File: src/rtl/pe_maxpool2x2.sv
// -----------------------------------------------------------------------------
// pe_maxpool2x2
//   2x2 stride-2 max-pooling stage that sits directly after the PE array.
//   It consumes the PE raster stream one pixel at a time per channel. For each
//   2x2 window it emits one pooled sample per channel. Every channel has its own
//   column/row tracking, so channels may be enabled on unrelated cycles. The
//   output width equals the input width, so this stage can feed the next PE row
//   unchanged.
//
// Parameters
//   LINES   pixels per input line (even, >= 2)
//   CL_IN   number of channels
//   N       sample width
//   SIGNED  1: compare samples as two's complement, 0: compare as unsigned
//
// Ports
//   clk     in   1          rising-edge clock
//   rst     in   1          asynchronous active-low reset
//   clr     in   1          synchronous frame restart (wins over en_in)
//   d_in    in   CL_IN*N    channel i sample in d_in[i*N +: N]
//   en_in   in   CL_IN      en_in[i]: channel i sample valid this cycle
//   d_out   out  CL_IN*N    pooled sample, channel i in d_out[i*N +: N]
//   en_out  out  CL_IN      one-cycle pulse: d_out channel i is new
// -----------------------------------------------------------------------------
module pe_maxpool2x2 #(
  parameter int LINES  = 16,
  parameter int CL_IN  = 4,
  parameter int N      = 4,
  parameter bit SIGNED = 1'b1
) (
  input  logic               clk,
  input  logic               rst,
  input  logic               clr,
  input  logic [CL_IN*N-1:0] d_in,
  input  logic [CL_IN-1:0]   en_in,
  output logic [CL_IN*N-1:0] d_out,
  output logic [CL_IN-1:0]   en_out
);

  localparam int HALF = LINES / 2;
  localparam int CW   = (LINES > 2) ? $clog2(LINES) : 1;
  localparam int AW   = (HALF > 1) ? $clog2(HALF) : 1;
  localparam logic [CW-1:0] COL_LAST = CW'(LINES - 1);

  // Larger of two samples in the configured number format. On a tie either
  // operand is fine because they are equal.
  function automatic logic [N-1:0] max2(input logic [N-1:0] a, input logic [N-1:0] b);
    logic a_gt;
    if (SIGNED) a_gt = ($signed(a) > $signed(b));
    else        a_gt = (a > b);
    return a_gt ? a : b;
  endfunction

  for (genvar gi = 0; gi < CL_IN; gi++) begin : g_ch
    logic [N-1:0]  x;
    logic [CW-1:0] col_q, col_d;
    logic          row_q, row_d;
    logic [N-1:0]  hold_q, hold_d;
    logic [N-1:0]  dout_q, dout_d;
    logic          en_q, en_d;
    logic [N-1:0]  lb [HALF];
    logic [N-1:0]  lb_rd_q;
    logic [AW-1:0] lb_addr;
    logic          lb_we;
    logic [N-1:0]  pair_max;

    assign x        = d_in[gi*N +: N];
    assign pair_max = max2(hold_q, x);

    // Both pixels of a horizontal pair share one line-buffer slot. The slot is
    // read every cycle using the current column. The cycle that accepts the
    // even pixel therefore loads the slot the odd pixel needs. Idle cycles
    // between the two pixels re-read the same slot. This lets the line buffer
    // use a registered read without adding latency.
    assign lb_addr = AW'(col_q >> 1);
    assign lb_we   = en_in[gi] & ~clr & col_q[0] & ~row_q;

    always_comb begin
      col_d  = col_q;
      row_d  = row_q;
      hold_d = hold_q;
      dout_d = dout_q;
      en_d   = 1'b0;
      if (clr) begin
        // Frame restart: the sample presented with clr is dropped.
        col_d  = '0;
        row_d  = 1'b0;
        hold_d = '0;
      end else if (en_in[gi]) begin
        if (!col_q[0]) begin
          hold_d = x;
        end else if (row_q) begin
          dout_d = max2(pair_max, lb_rd_q);
          en_d   = 1'b1;
        end
        if (col_q == COL_LAST) begin
          col_d = '0;
          row_d = ~row_q;
        end else begin
          col_d = col_q + 1'b1;
        end
      end
    end

    always_ff @(posedge clk or negedge rst) begin
      if (!rst) begin
        col_q  <= '0;
        row_q  <= 1'b0;
        hold_q <= '0;
        dout_q <= '0;
        en_q   <= 1'b0;
      end else begin
        col_q  <= col_d;
        row_q  <= row_d;
        hold_q <= hold_d;
        dout_q <= dout_d;
        en_q   <= en_d;
      end
    end

    // The line buffer has no reset. Row 0 writes every slot before row 1 reads it.
    always_ff @(posedge clk) begin
      if (lb_we) lb[lb_addr] <= pair_max;
      lb_rd_q <= lb[lb_addr];
    end

    assign d_out[gi*N +: N] = dout_q;
    assign en_out[gi]       = en_q;
  end

endmodule
File: config.mk
export PLATFORM = sky130hd
export DESIGN_NAME = pe_maxpool2x2
export DESIGN_NICKNAME = d
export VERILOG_FILES = /design/src/rtl/pe_maxpool2x2.sv
export SDC_FILE = /design/constraint.sdc
export NUM_CORES = 1
export LEC_CHECK = 0
export ABC_AREA = 1
export BUFFER_PORTS_ARGS = -buffer_cell sky130_fd_sc_hd__buf_2
export CAP_MARGIN = 20
export CORE_MARGIN = 2
export CORE_UTILIZATION = 49
export DETAILED_ROUTE_END_ITERATION = 8
export HOLD_SLACK_MARGIN = 0.05
export PLACE_DENSITY = 0.66
export SLEW_MARGIN = 0
export SYNTH_ARGS = -nofsm -noshare
export SYNTH_HDL_FRONTEND = slang
export SYNTH_SLANG_ARGS = --single-unit
export TNS_END_PERCENT = 20
File: constraint.sdc
create_clock -name clk -period 6.47 [get_ports clk]
set_input_delay 1.294 -clock clk [delete_from_list [all_inputs] [get_ports clk]]
set_output_delay 1.294 -clock clk [all_outputs]
set_load 0.05 [all_outputs]
# Word-level counts from Yosys, hierarchy flattened
# Memories as Yosys holds them, arrays and structs flattened. A register that Yosys moved wholly into a read port is not among the register bits.
# Index checks and enable logic that the tools add are counted.
totals:
  mem_bits_rw: 128
  in_bits: 23
  word_cells: 165
  memories: 4
  reg_bits: 56
  out_inout_bits: 20
memory_table:
  columns: ["name", "words", "word_bits", "read_ports", "rd_ports_with_merged_regs", "write_ports", "line_no", "text"]
  rows:
  - ["g_ch[0].lb", 8, 4, 1, 1, 1, "61", "logic [N-1:0] lb [HALF];"]
  - ["g_ch[1].lb", 8, 4, 1, 1, 1, "61", null]
  - ["g_ch[2].lb", 8, 4, 1, 1, 1, "61", null]
  - ["g_ch[3].lb", 8, 4, 1, 1, 1, "61", null]
classes:
  n_eq_ne: 8
  bitwise_logic: 17
  add_sub_neg: 4
  n_mux: 84
  n_reduce_logical: 20
  magnitude_cmp: 8
op_table:
  columns: ["operator", "count"]
  rows:
  - ["4-bit 2-to-1 mux", 32]
  - ["1-bit 2-to-1 mux", 52]
  - ["4-bit greater-than comparator", 8]
  - ["4-bit by 1-bit adder with 4-bit output, second input constant", 4]
  - ["4-bit == test, second input constant", 4]
  - ["2-bit AND reduction", 8]
  - ["4-bit AND reduction", 4]
  - ["2-bit nonzero test", 8]
  - ["1-bit bitwise AND", 12]
  - ["2-bit != test, second input constant", 4]
  - ["1-bit NOT", 5]

# Longest topological paths before layout
depth:
  ltp_word: 8
  mapped_depth: 21
  ltp_nobuf: 21

# Least setup slack after synthesis
# Ideal clock, no wire load.
synth_timing:
  path_kind: "input port to flip-flop"
  startpoint: "input port d_in[10]"
  endpoint: "register g_ch[2].dout_q[1]"
  cell_stages: 17
  slack_ns: 3.110
  required_ns: 6.352
  arrival_time_ns: 3.242
  setup_ns: 0.118
  path_cell_list: "inv_1 -> ha_1 -> nand2_1 -> nor2_1 -> a21oi_1 -> nand2_1 -> nand2_1 -> nand2_1 -> ha_1 -> nand2_1 -> nand2_1 -> o21ai_1 -> nand3_1 -> nand2_1 -> inv_1 -> nand2_1 -> nand2_1"
synth_via:
  elab_chain_len: 8
synth_rtl:
  columns: ["element", "line_no", "text"]
  rows:
  - ["from (decl)", "34", "input logic [CL_IN*N-1:0] d_in,"]
  - ["4-bit greater-than comparator", "49", "if (SIGNED) a_gt = ($signed(a) > $signed(b));"]
  - ["4-bit 2-to-1 mux *", "51", "return a_gt ? a : b;"]
  - ["named net g_ch[2].pair_max[2]", "65", "logic [N-1:0] pair_max;"]
  - ["4-bit greater-than comparator *", "49", null]
  - ["1-bit 2-to-1 mux *", "92", "end else if (row_q) begin"]
  - ["1-bit 2-to-1 mux *", "90", "if (!col_q[0]) begin"]
  - ["1-bit 2-to-1 mux *", "89", "end else if (en_in[gi]) begin"]
  - ["1-bit 2-to-1 mux *", "84", "if (clr) begin"]
  - ["4-bit 2-to-1 mux *", "51", null]
  - ["to (signal assigned)", "116", "dout_q <= dout_d;"]
  - ["to (decl)", "59", "logic [N-1:0] dout_q, dout_d;"]
# Mark *: on every way through the listed nets, which the timed path passes. The rest lies on a longest branch. The select of a mux whose other input is x is not followed.
# A chain may end at the register's enable or synchronous reset.

# Final worst setup path
layout_timing:
  startpoint: "input port d_in[11]"
  endpoint: "register g_ch[2].dout_q[0]"
# The elaborated chain is that of the path after synthesis.

==> results.md <==
- IO Pins: 43
- Die area: 0.0202 mm^2
- Crit path launch: d_in[11]
- Cells after DPL: 1221
- Syn Std Cell Area: between 0.009 and 0.01 mm^2
- Largest family of logic cells by synthesized area: simple AND/OR/NAND/NOR gates
- Cell Rows: 50
- Clk network pwr share: 31.4%
- TritonCTS clock tree: done
- Core footprint: between 0.015 and 0.02 mm^2
- Worst vdd ir: 198 uV
- Compound-gate portion of the synthesized area: under 10%
- Clock Skews: 0.0111 ns
- Min-delay worst type: flip-flop to flip-flop
- Slew Limit Fails: 0
- Max-capacitance violation count: 0
- Largest area contributor in the netlist: edfxtp_1
- Initial Utilization: between 40% and 50%
- Die Height: roughly 140 um
- Final non-filler cell total: roughly 1300
- Post-synth EDFFs: 128
- Mux share of post-synthesis cell area: 0%
- Critical Path AT: ~3.8 ns
- Clock slew at reported path FFs: 0.07 ns
- GR Overflow Total: 0
- Int Pwr: between 2 and 2.5 mW
- Drt total wl: between 15000 and 20000 um
- Seq/Total Area, Yosys: between 50% and 60%
- Sinks on Clock Net: 200
- Sw power: 1.04 mW
- Crit end category: flip-flop
- Mapped Nets: around 1000
- WL/cell: 14.9 um
- Root Buffer: clkbuf_16
- Min-delay src: g_ch[1].lb[6][2]
- Post-Synth Simple-Gate Area: ~20%
- Layout overhead on the synthesized area: 10.2%
- Post-CTS setup buffers: 0
- Async SR Flop Fraction: between 20% and 30%
- CP Launch Type: input port
- Sequential power share: between 40% and 50%
- Post-cts gate resize count: 0
- CTS HTree Levels: 4
- Max_slew headroom: about two fifths
- DR vias: ~6500
- Total track usage: 19.6%
- # fillers: about 1700
- Drt first pass iters: 5
- Nets: 1065
- TNS Setup: 0 ns
- Worst EP required: just under 7 ns
- Final setup fails: 0
- CP delay by family, top: simple AND/OR/NAND/NOR gates
- Post-synthesis xor/xnor area fraction: 0%
- First-pass GRT wire length: approximately 31000 um
- Top_reg_cell synth: edfxtp_1
- Max incr delay on CP: 0.31 ns
- Final period util: a little over half
- Post-Synthesis Cells: a little under 1000
- Final GP Congestion: ~0.8
- Critical path class: input port to flip-flop
- Hold Fails Final Rpt: 0
- Clock Latency Late Sink: between 0.4 and 0.5 ns
- Worst path cell trace: buf_2, inv_1, ha_1, nand2_1, nor2_1, a21oi_1, nand2_1, nand2_1, nand2_1, ha_1, nor2_1, nand2_1, o21ai_1, nand2_1, nand3_1, nand2_1, nand2_1
- Residual DRC: 0
- ANT nets after route: 0
- CTS buffer count: 17
- Initial antenna violation count: 0
- Post-DP HPWL: approximately 13000 um
- Net Sw Frac: between 30% and 40%
- Vias in the first global route: ~6300
- Max Fclk: approximately 290 MHz
- ANT cells: 0
- DR iter-0 viols: between 500 and 600
- I/O Buffers: between 40 and 50
- Worst Path Max Fanout: 9
- Worst Path Buf+Inv: 2
- Synth cell types: 32
- Clock Path Buffers: 2
- Slowest-stage cell, CP: ha_1
- Most frequent CP cell: nand2_1
- Seq cells post-synth: 200
- R2R Path Start: g_ch[2].hold_q[2]
- Die width: ~140 um
- Syn. warnings: 0
- Unrepaired setup endpoints after global routing: false
- Post-synthesis adder-cell area fraction: ~4.8%
- Pwr dens: approximately 310 mW/mm^2
- Post-synth top area share: between 40% and 50%
- Largest net degree at the start of global routing: 57
- # hold bufs at CTS: 0
- Pleak: between 4 and 5 nW
- Slew @ Worst Pin: about 0.89 ns
- Min cycle time layout: 3.48 ns
- Synthesized area per cell: between 9 and 10 um^2
- Gate power share: 21.3%
- Drt via density: 5.21
- Status: complete, no violations
- Synth area leaders: edfxtp_1, dfrtp_1, nand2_1
- Share of layout cells above drive strength 1: approximately a tenth
## metrics by stage
stage	power (mW)	area [um^2]	util, %	hold slack (ns)	setup WS (ns)
6_report	3.24	10300	55.0	0.457	2.99
5_1_grt	3.40	10300	55.0	0.500	2.61
4_1_cts	3.26	10300	55.0	0.461	3.01
3_5_place_dp	2.26	9730	52.0	0.439	2.55
3_3_place_gp	2.24	9730	52.0	0.437	2.58
2_1_floorplan	2.07	9340	-	0.417	3.11
## cells by family (layout without fill, tap and decap cells)
family / Yosys count / after routing
simple gates: 423 / 423
flops: 200 / 200
buf+inv: 182 / 238
compound gates: 122 / 122
fa+ha+maj: 36 / 36
## layout by cell type (no fill, tap or decap), types with 4 or more instances in the layout
cell type,synthesis,final
dfrtp_1,56,56
a21oi_1,37,37
edfxtp_1,128,128
inv_2,9,9
ha_1,36,36
dfxtp_1,16,16
o22ai_1,9,9
o21ai_0,51,51
nand2_1,204,204
buf_2,10,42
or2_2,6,6
nor4_4,4,4
inv_6,0,4
a211oi_1,6,6
nand4_1,17,17
a22oi_1,9,9
nand3_1,102,102
nor2_1,63,63
nor3_1,12,12
nor4_1,9,9
inv_1,154,154
clkbuf_16,0,18
## per-layer routing
metal | track usage, % | up-vias | part of all wire (%)
met3 | 3.87 | 19 | 3.8
met2 | 31.4 | 132 | 47
li1 | - | 3330 | -
met1 | 27.6 | 3053 | 48
met4 | 5.05 | 0 | 1.2
met5 | 0 | - | 0
## registers in the layout (all words and copies together), names as in the netlist
signal / cells
g_ch.lb: 128
g_ch.row_q: 4
g_ch.en_q: 4
g_ch.dout_q: 16
g_ch.lb_rd_q: 16
g_ch.hold_q: 16
g_ch.col_q: 16
## cell usage after synthesis (2+ instances only)
library cell  count
a211oi_1          6
a21oi_1          37
a22oi_1           9
buf_2            10
buf_4             5
buf_6             2
clkbuf_1          2
dfrtp_1          56
dfxtp_1          16
edfxtp_1        128
ha_1             36
inv_1           154
inv_2             9
nand2_1         204
nand3_1         102
nand3b_1          3
nand4_1          17
nor2_1           63
nor3_1           12
nor3_2            2
nor4_1            9
nor4_4            4
o2111ai_1         3
o21ai_0          51
o21ai_1           3
o22ai_1           9
or2_2             6
## layout make-up
cell class,instances,area (um^2),share of cell area [%]
Inverter,163,612,5.95
Timing Repair Buffer,43,218,2.12
Tap cell,234,293,2.84
Sequential cell,200,5570,54.1
Multi-Input combinational cell,581,3040,29.5
Clock buffer,19,454,4.41
Clock inverter,13,109,1.06
## power by group through the flow
stage          Sequential, mW  Clock, mW  Combinational [mW]
2_1_floorplan            1.72          0               0.350
3_3_place_gp             1.56          0               0.686
3_5_place_dp             1.56          0               0.696
4_1_cts                  1.53       1.03               0.699
5_1_grt                  1.54       1.08               0.774
6_report                 1.53       1.02               0.690
## final timing paths
path	endpoint	slack [ns]	cells after the start
min in group asynchronous	g_ch[2].en_q	0.99	2
max in group asynchronous	g_ch[3].col_q[2]	4.96	2
worst min-delay path	g_ch[1].lb_rd_q[2]	0.46	2
worst max register to register	g_ch[2].dout_q[0]	3.62	15
worst max-delay path	g_ch[2].dout_q[0]	2.99	17
worst min register to register	g_ch[1].lb_rd_q[2]	0.46	2
## worst reg2reg max path, delay by kind of cell (launching register included)
family	cells	cell delay, ns
adders and majority gates	2	0.63
and+or+nand+nor	11	1.20
DFF	1	0.40
AOI/OAI and AO/OA	2	0.57
Power figures use the tool's default switching activity.
